[config.mk]
export PLATFORM = sky130hd
export DESIGN_NAME = tt_lut_engine
export DESIGN_NICKNAME = d
export VERILOG_FILES = /design/src/rtl/tt_lut_engine.sv
export SDC_FILE = /design/constraint.sdc
export NUM_CORES = 1
export LEC_CHECK = 0
export BUFFER_PORTS_ARGS = -buffer_cell sky130_fd_sc_hd__buf_2
export CORE_ASPECT_RATIO = 1.5
export CORE_UTILIZATION = 49
export DETAILED_ROUTE_END_ITERATION = 10
export MAX_ROUTING_LAYER = met4
export PLACE_DENSITY = 0.83
export SKIP_CTS_REPAIR_TIMING = 1
export SLEW_MARGIN = 10
export SYNTH_ARGS = -nofsm -noshare
export SYNTH_HDL_FRONTEND = slang
export SYNTH_SLANG_ARGS = --single-unit
export TNS_END_PERCENT = 1
[constraint.sdc]
create_clock -name clk -period 1.7 [get_ports clk]
set_clock_uncertainty 0.2 [all_clocks]
set_input_delay 0.255 -clock clk [delete_from_list [all_inputs] [get_ports clk]]
set_output_delay 0.255 -clock clk [all_outputs]
set_load 0.1 [all_outputs]
[src/rtl/tt_lut_engine.sv]
// Programmable N_IN-input LUT with chunked table load,
// streamed evaluation and an in-system truth-table sweep.
module tt_lut_engine #(
  parameter  int N_IN   = 4,
  parameter  int LOAD_W = 8,
  localparam int TT_W   = 2**N_IN
) (
  input  logic              clk,
  input  logic              rst_n,
  input  logic              cfg_valid,
  output logic              cfg_ready,
  input  logic [LOAD_W-1:0] cfg_data,
  input  logic              cfg_last,
  output logic              cfg_err,
  output logic              tt_loaded,
  input  logic              in_valid,
  output logic              in_ready,
  input  logic [N_IN-1:0]   in_vec,
  output logic              out_valid,
  input  logic              out_ready,
  output logic              out_bit,
  input  logic              sweep_start,
  output logic              sweep_busy,
  output logic              sweep_done,
  output logic [TT_W-1:0]   sweep_tt
);

  localparam int NCH = TT_W / LOAD_W;
  localparam int CW  = (NCH > 1) ? $clog2(NCH) : 1;

  if ((TT_W % LOAD_W) != 0) begin : g_bad_load_w
    $error("TT_W must be an integer multiple of LOAD_W");
  end

  typedef enum logic [1:0] {
    IDLE,
    SWEEP,
    DONE
  } state_t;

  state_t          state;
  logic [N_IN-1:0] k;
  logic [TT_W-1:0] active_tt;
  logic [TT_W-1:0] shadow_tt;
  logic [TT_W-1:0] shadow_nxt;
  logic [CW-1:0]   cnt;
  logic            last_pos;
  logic            cfg_acc;
  logic            in_acc;

  assign sweep_busy = (state == SWEEP);
  assign sweep_done = (state == DONE);
  assign cfg_ready  = (state != SWEEP);
  assign in_ready   = !sweep_busy &&
                      (!out_valid || out_ready);
  assign cfg_acc    = cfg_valid && cfg_ready;
  assign in_acc     = in_valid && in_ready;
  assign last_pos   = (cnt == CW'(NCH - 1));

  // Shadow table with the incoming chunk merged at its slot
  always_comb begin
    shadow_nxt = shadow_tt;
    shadow_nxt[int'(cnt)*LOAD_W +: LOAD_W] = cfg_data;
  end

  // Chunked load with framing check and atomic commit
  always_ff @(posedge clk or negedge rst_n) begin
    if (!rst_n) begin
      active_tt <= '0;
      shadow_tt <= '0;
      cnt       <= '0;
      cfg_err   <= 1'b0;
      tt_loaded <= 1'b0;
    end else if (cfg_acc) begin
      if (cfg_last && last_pos) begin
        active_tt <= shadow_nxt;
        tt_loaded <= 1'b1;
        shadow_tt <= '0;
        cnt       <= '0;
      end else if (cfg_last || last_pos) begin
        cfg_err   <= 1'b1;
        shadow_tt <= '0;
        cnt       <= '0;
      end else begin
        shadow_tt <= shadow_nxt;
        cnt       <= cnt + CW'(1);
      end
    end
  end

  // One-stage evaluation pipeline with backpressure
  always_ff @(posedge clk or negedge rst_n) begin
    if (!rst_n) begin
      out_valid <= 1'b0;
      out_bit   <= 1'b0;
    end else if (in_acc) begin
      out_valid <= 1'b1;
      out_bit   <= active_tt[in_vec];
    end else if (out_ready) begin
      out_valid <= 1'b0;
    end
  end

  // Sweep FSM: copy the active table bit by bit
  always_ff @(posedge clk or negedge rst_n) begin
    if (!rst_n) begin
      state    <= IDLE;
      k        <= '0;
      sweep_tt <= '0;
    end else begin
      case (state)
        IDLE: begin
          if (sweep_start && !out_valid) begin
            state <= SWEEP;
            k     <= '0;
          end
        end
        SWEEP: begin
          sweep_tt[k] <= active_tt[k];
          k           <= k + 1'b1;
          if (k == '1) state <= DONE;
        end
        DONE:    state <= IDLE;
        default: state <= IDLE;
      endcase
    end
  end

endmodule
=== Yosys cells after proc, flatten, opt, wreduce, memory -nomap -nowiden ===
Cells that the tools add are included.

* Output and inout port bits: 24
* Flip-flop bits (word level): 59
* Bits of input ports: 19

* Shift operators: 2
* Add/sub/neg operators: 3
* $lt $le $gt $ge: 3
* Equal/unequal tests: 6
* Reductions and logical operators: 17
* Mux-type cells: 19
* Bitwise gates (word level): 1

{| class="wikitable"
|+ Operators with widths
! cell !! count
|-
| $neg A4 Y33 || 1
|-
| $shift A8 B33 Y16 const A || 1
|-
| $shiftx A8 B33 Y16 || 1
|-
| $bwmux W16 || 2
|-
| $mux W16 || 2
|-
| $lt A4 B5 Y1 const B || 2
|-
| $bmux W1 S4 || 2
|-
| $pmux W4 S2 || 1
|-
| $mux W1 || 7
|-
| $logic_and A1 B1 Y1 || 6
|-
| $reduce_and A2 Y1 || 3
|-
| $add A4 B1 Y4 const B || 1
|-
| $demux W1 S4 || 1
|-
| $eq A4 B4 Y1 const B || 1
|-
| $ge A4 B1 Y1 const B || 1
|-
| $mux W2 || 2
|-
| $mux W4 || 1
|-
| $ne A2 B1 Y1 const B || 2
|-
| $pmux W2 S2 || 1
|-
| $reduce_bool A2 Y1 || 2
|-
| $reduce_and A3 Y1 || 1
|-
| $eq A2 B1 Y1 const B || 1
|-
| $eq A2 B2 Y1 const B || 1
|-
| $logic_not A1 Y1 || 2
|-
| 5 further kinds || 6
|}

=== Depth between registers and ports, before layout ===
* Depth in word-level cells: 5
* Gate-level depth with buffers: 6

=== Least setup slack after synthesis ===
No wires, ideal clock.

* Path type: register to output
* Start point: register state[0]
* End point: output sweep_done
* Arrival: 1765 ps
* Path buffers: 0
* Setup slack: -520 ps
* Stages on the path, launching flop included: 2
* Data required time: 1245 ps
* Path through: dfrtp_1 -> nor2b_1

* Cells in the longest elaborated chain, start to end: 1

{| class="wikitable"
|+ Ends and longest elaborated chain
! item !! RTL line !! source
|-
| from (decl) || 41 || <nowiki>state_t state;</nowiki>
|-
| from (signal assigned) || 107 || <nowiki>state <= IDLE;</nowiki>
|-
| from (signal assigned) || 114 || <nowiki>state <= SWEEP;</nowiki>
|-
| from (signal assigned) || 121 || <nowiki>if (k == '1) state <= DONE;</nowiki>
|-
| $eq A2 B2 Y1 || 52 || <nowiki>assign sweep_done = (state == DONE);</nowiki>
|-
| to (decl) || 24 || <nowiki>output logic sweep_done,</nowiki>
|}

No other way between the ends.

=== Worst setup path in the final report ===
* Start point: register state[1]
* End point: output in_ready

* Cells in the longest elaborated chain, start to end: 3

{| class="wikitable"
|+ Ends and longest elaborated chain
! item !! RTL line !! source
|-
| $eq A2 B1 Y1 || 51 || <nowiki>assign sweep_busy = (state == SWEEP);</nowiki>
|-
| $logic_not A1 Y1 || 54 || <nowiki>assign in_ready = !sweep_busy &&</nowiki>
|-
| $logic_and A1 B1 Y1 || 54 ||
|-
| to (decl) || 17 || <nowiki>output logic in_ready,</nowiki>
|}

No other way between the ends.

==> impl_metrics.toml <==
[final_layout]
drive_above_1_share = 0.5038
area_growth_pct = 30.59
final_util = 0.6791
antenna-diode-count = 0
design_area_um2 = 3136
multi_input_area_um2 = 1096
nets = 283
seqCellArea_um2 = 1280
fill_cells = 343

[detailed_routing]
drc = 0
dr.first_iter.drc_count = 49
wl_per_cell_um = 15.87
drt_first_pass_iters = 4
vias_per_cell = 5.315
vias = 1722
wirelength_um = 5142
ant_nets = 0

[cts]
cts-root-buf = "clkbuf_8"
cts.sinks = 51
clock_latency_ns = 0.30
max-clock-path-buffers = 2
cts_tree = "done"
cts_inserted_buffers = 5
h-tree-depth = 2
clkTransAtPathRegs_ns = 0.09

[global_route]
grt_use_total = 0.2225
antenna_found_initial = 0
grt_first_pass_wirelength_um = 8155
gr-total-overflow = 0
grt_max_degree = 52
grt_pass1_vias = 1760

[logic_synthesis]
syn_inst = 188
syn-num-nets = 212
avgSynthCellArea_um2 = 12.77
ys_seq_elements = 51
synth_warnings = 0
netlist-cell-type-count = 32
ys_seq_area_frac = 0.5315
syn-cell-area_um2 = 2401

[timing]
setup_viol = 0
final.setup.tns_ns = 0
fmax_mhz = 592.2
max_slew_margin = 0.6747
hold_slack_ns = -0.002260
finalHoldViolations = 2
post-route-period-util = 0.9933
min_period_ns = 1.689
tightestPinTransition_ns = 0.4914
final-max-slew-violation-count = 0
rsz0062_at_grt = "true"

[floorplan]
dieWidth_um = 59.16
chipHeight_um = 87.74
ios = 43
initial_core_util = 0.5201
coreArea_um2 = 4617
rows = 30
die_area_um2 = 5190

[min_path]
holdCritPathClass = "input port to flop"

[place]
dp_hpwl_um = 3731
place.gp.congestion = 0.8406
placed_cell_area_um2 = 2889
port_buffers = 42

[setup_path]
path_max_fanout = 5
critPathCaptureType = "primary output"
setup.worst_path.start_class = "flop"
cp.required_ns = 1.24
critical_path_arrival_ns = 1.23
crit_type = "flop to primary output"

[pwr]
p_leak_nw = 1.558
powerDensity_nw_per_um2 = 2129
vdd_drop_max_uv = 1084
total_power_mw = 6.674

[flow_run]
maxCapViolations = 0

[outcome]
failed_checks = "hold timing"
outcome = "finished, violations left"
-- metal layers --
layer  routed length [µm]  vias up  GRT usage
met5                    0        -          -
met4                  183        0     0.1082
met3                  126       11    0.02806
met2                 2872       45     0.4019
met1                 1959      859     0.2334
li1                     -      807          -
-- state kept, by name, indices dropped and copies added (netlist names), 2 cells and up --
name and count:
state 2, sweep_tt 16, active_tt 16, shadow_tt 8, k 4
-- placed cells by master, fill, tap and decap left out, drive strengths merged --
master	Yosys	final
a22o	3	3
xnor2	1	1
a31oi	1	1
and2	2	2
mux2	34	34
nor3b	2	2
nor2b	2	2
nand2	37	37
mux2i	3	3
buf	5	66
nand3	3	3
o211ai	2	2
nor2	3	3
mux4	7	7
bufinv	0	2
ha	5	5
dfrtp	51	51
o22ai	1	1
nand2b	4	5
clkbuf	2	5
o21ai	9	9
dlygate4sd3	0	4
nor3	2	2
inv	4	4
o21bai	2	2
nand4	2	2
a21o	1	1
clkinvlp	0	1
-- worst max-delay path: stages, from the launching register on --
cell      delay [ns]
dfrtp_1         0.42
nand2b_4        0.20
and2_4          0.16
buf_12          0.16
-- logic make-up after synthesis --
family	count (synthesis)	share of synthesized area
xor gates and xnor gates	1	0.003648
and+or+nand+nor	57	0.1209
AOI/OAI and AO/OA	19	0.05055
muxes	44	0.2423
DFF	51	0.5315
buffers and inverters	11	0.02501
adders and majority gates	5	0.02606
-- cell usage after synthesis --
| master | number | area, µm² |
|---|---|---|
| nand4_2 | 1 | 12.51 |
| dfrtp_1 | 51 | 1276 |
| a22o_1 | 3 | 26.28 |
| nand2b_1 | 4 | 25.02 |
| xnor2_1 | 1 | 8.760 |
| nor3_2 | 1 | 10.01 |
| mux2i_1 | 3 | 30.03 |
| and2_1 | 1 | 6.260 |
| o21ai_0 | 9 | 45.04 |
| nand2_1 | 36 | 135.1 |
| a31oi_1 | 1 | 6.260 |
| nand3_1 | 3 | 15.01 |
| o211ai_1 | 2 | 15.01 |
| a21o_1 | 1 | 7.510 |
| ha_1 | 5 | 62.56 |
| buf_6 | 2 | 22.52 |
| and2_2 | 1 | 7.510 |
| mux4_2 | 4 | 90.09 |
| mux2_1 | 1 | 11.26 |
| o21bai_1 | 2 | 15.01 |
| nand4_1 | 1 | 6.260 |
| mux2_2 | 33 | 371.6 |
| inv_1 | 4 | 15.01 |
| nor3b_4 | 2 | 37.54 |
| o22ai_1 | 1 | 6.260 |
| buf_2 | 3 | 15.01 |
| nor3_1 | 1 | 5.000 |
| mux4_1 | 3 | 78.83 |
| nor2b_1 | 2 | 12.51 |
| nor2_1 | 3 | 11.26 |
| clkbuf_1 | 2 | 7.510 |
| nand2_2 | 1 | 6.260 |
-- per-stage QoR --
| step | setup slack, ns | cells |
|---|---|---|
| after detailed placement | -0.1270 | 306 |
| after global routing | -0.02971 | 324 |
| after floorplan | -0.3859 | 188 |
| final | 0.01145 | 324 |
| after global placement | -0.06589 | 306 |
| after CTS | -0.1516 | 314 |
-- worst paths after layout --
| path | start | end | slack, ns | cells past startpoint |
|---|---|---|---|---|
| worst max-delay path | state[1] | in_ready | 0.01 | 3 |
| worst min-delay path | cfg_data[0] | active_tt[8] | -0.002 | 2 |
| worst max register to register | state[0] | sweep_tt[12] | 0.02 | 6 |
| worst min register to register | tt_loaded | tt_loaded | 0.28 | 1 |
| max in group asynchronous | rst_n | state[0] | 0.78 | 3 |
| min in group asynchronous | rst_n | active_tt[9] | 0.27 | 3 |
-- cell type report --
type                       count  share of cell area
inverter                       4            0.004789
timing repair buffer          70              0.1684
tap                           64             0.02554
clock inverter                 3             0.02155
sequential                    51              0.4082
clock buffer                   5             0.02195
multi-input combinational    127              0.3496
-- where the power goes --
part           leakage [nW]  total [mW]  switching (mW)  internal, mW
Clock                0.0644       0.982           0.395         0.587
Combinational         0.823        3.54            2.28          1.26
Sequential            0.670        2.15           0.430          1.72
Total                  1.56        6.67            3.10          3.57
No activity file was read; power rests on OpenSTA's default activity.
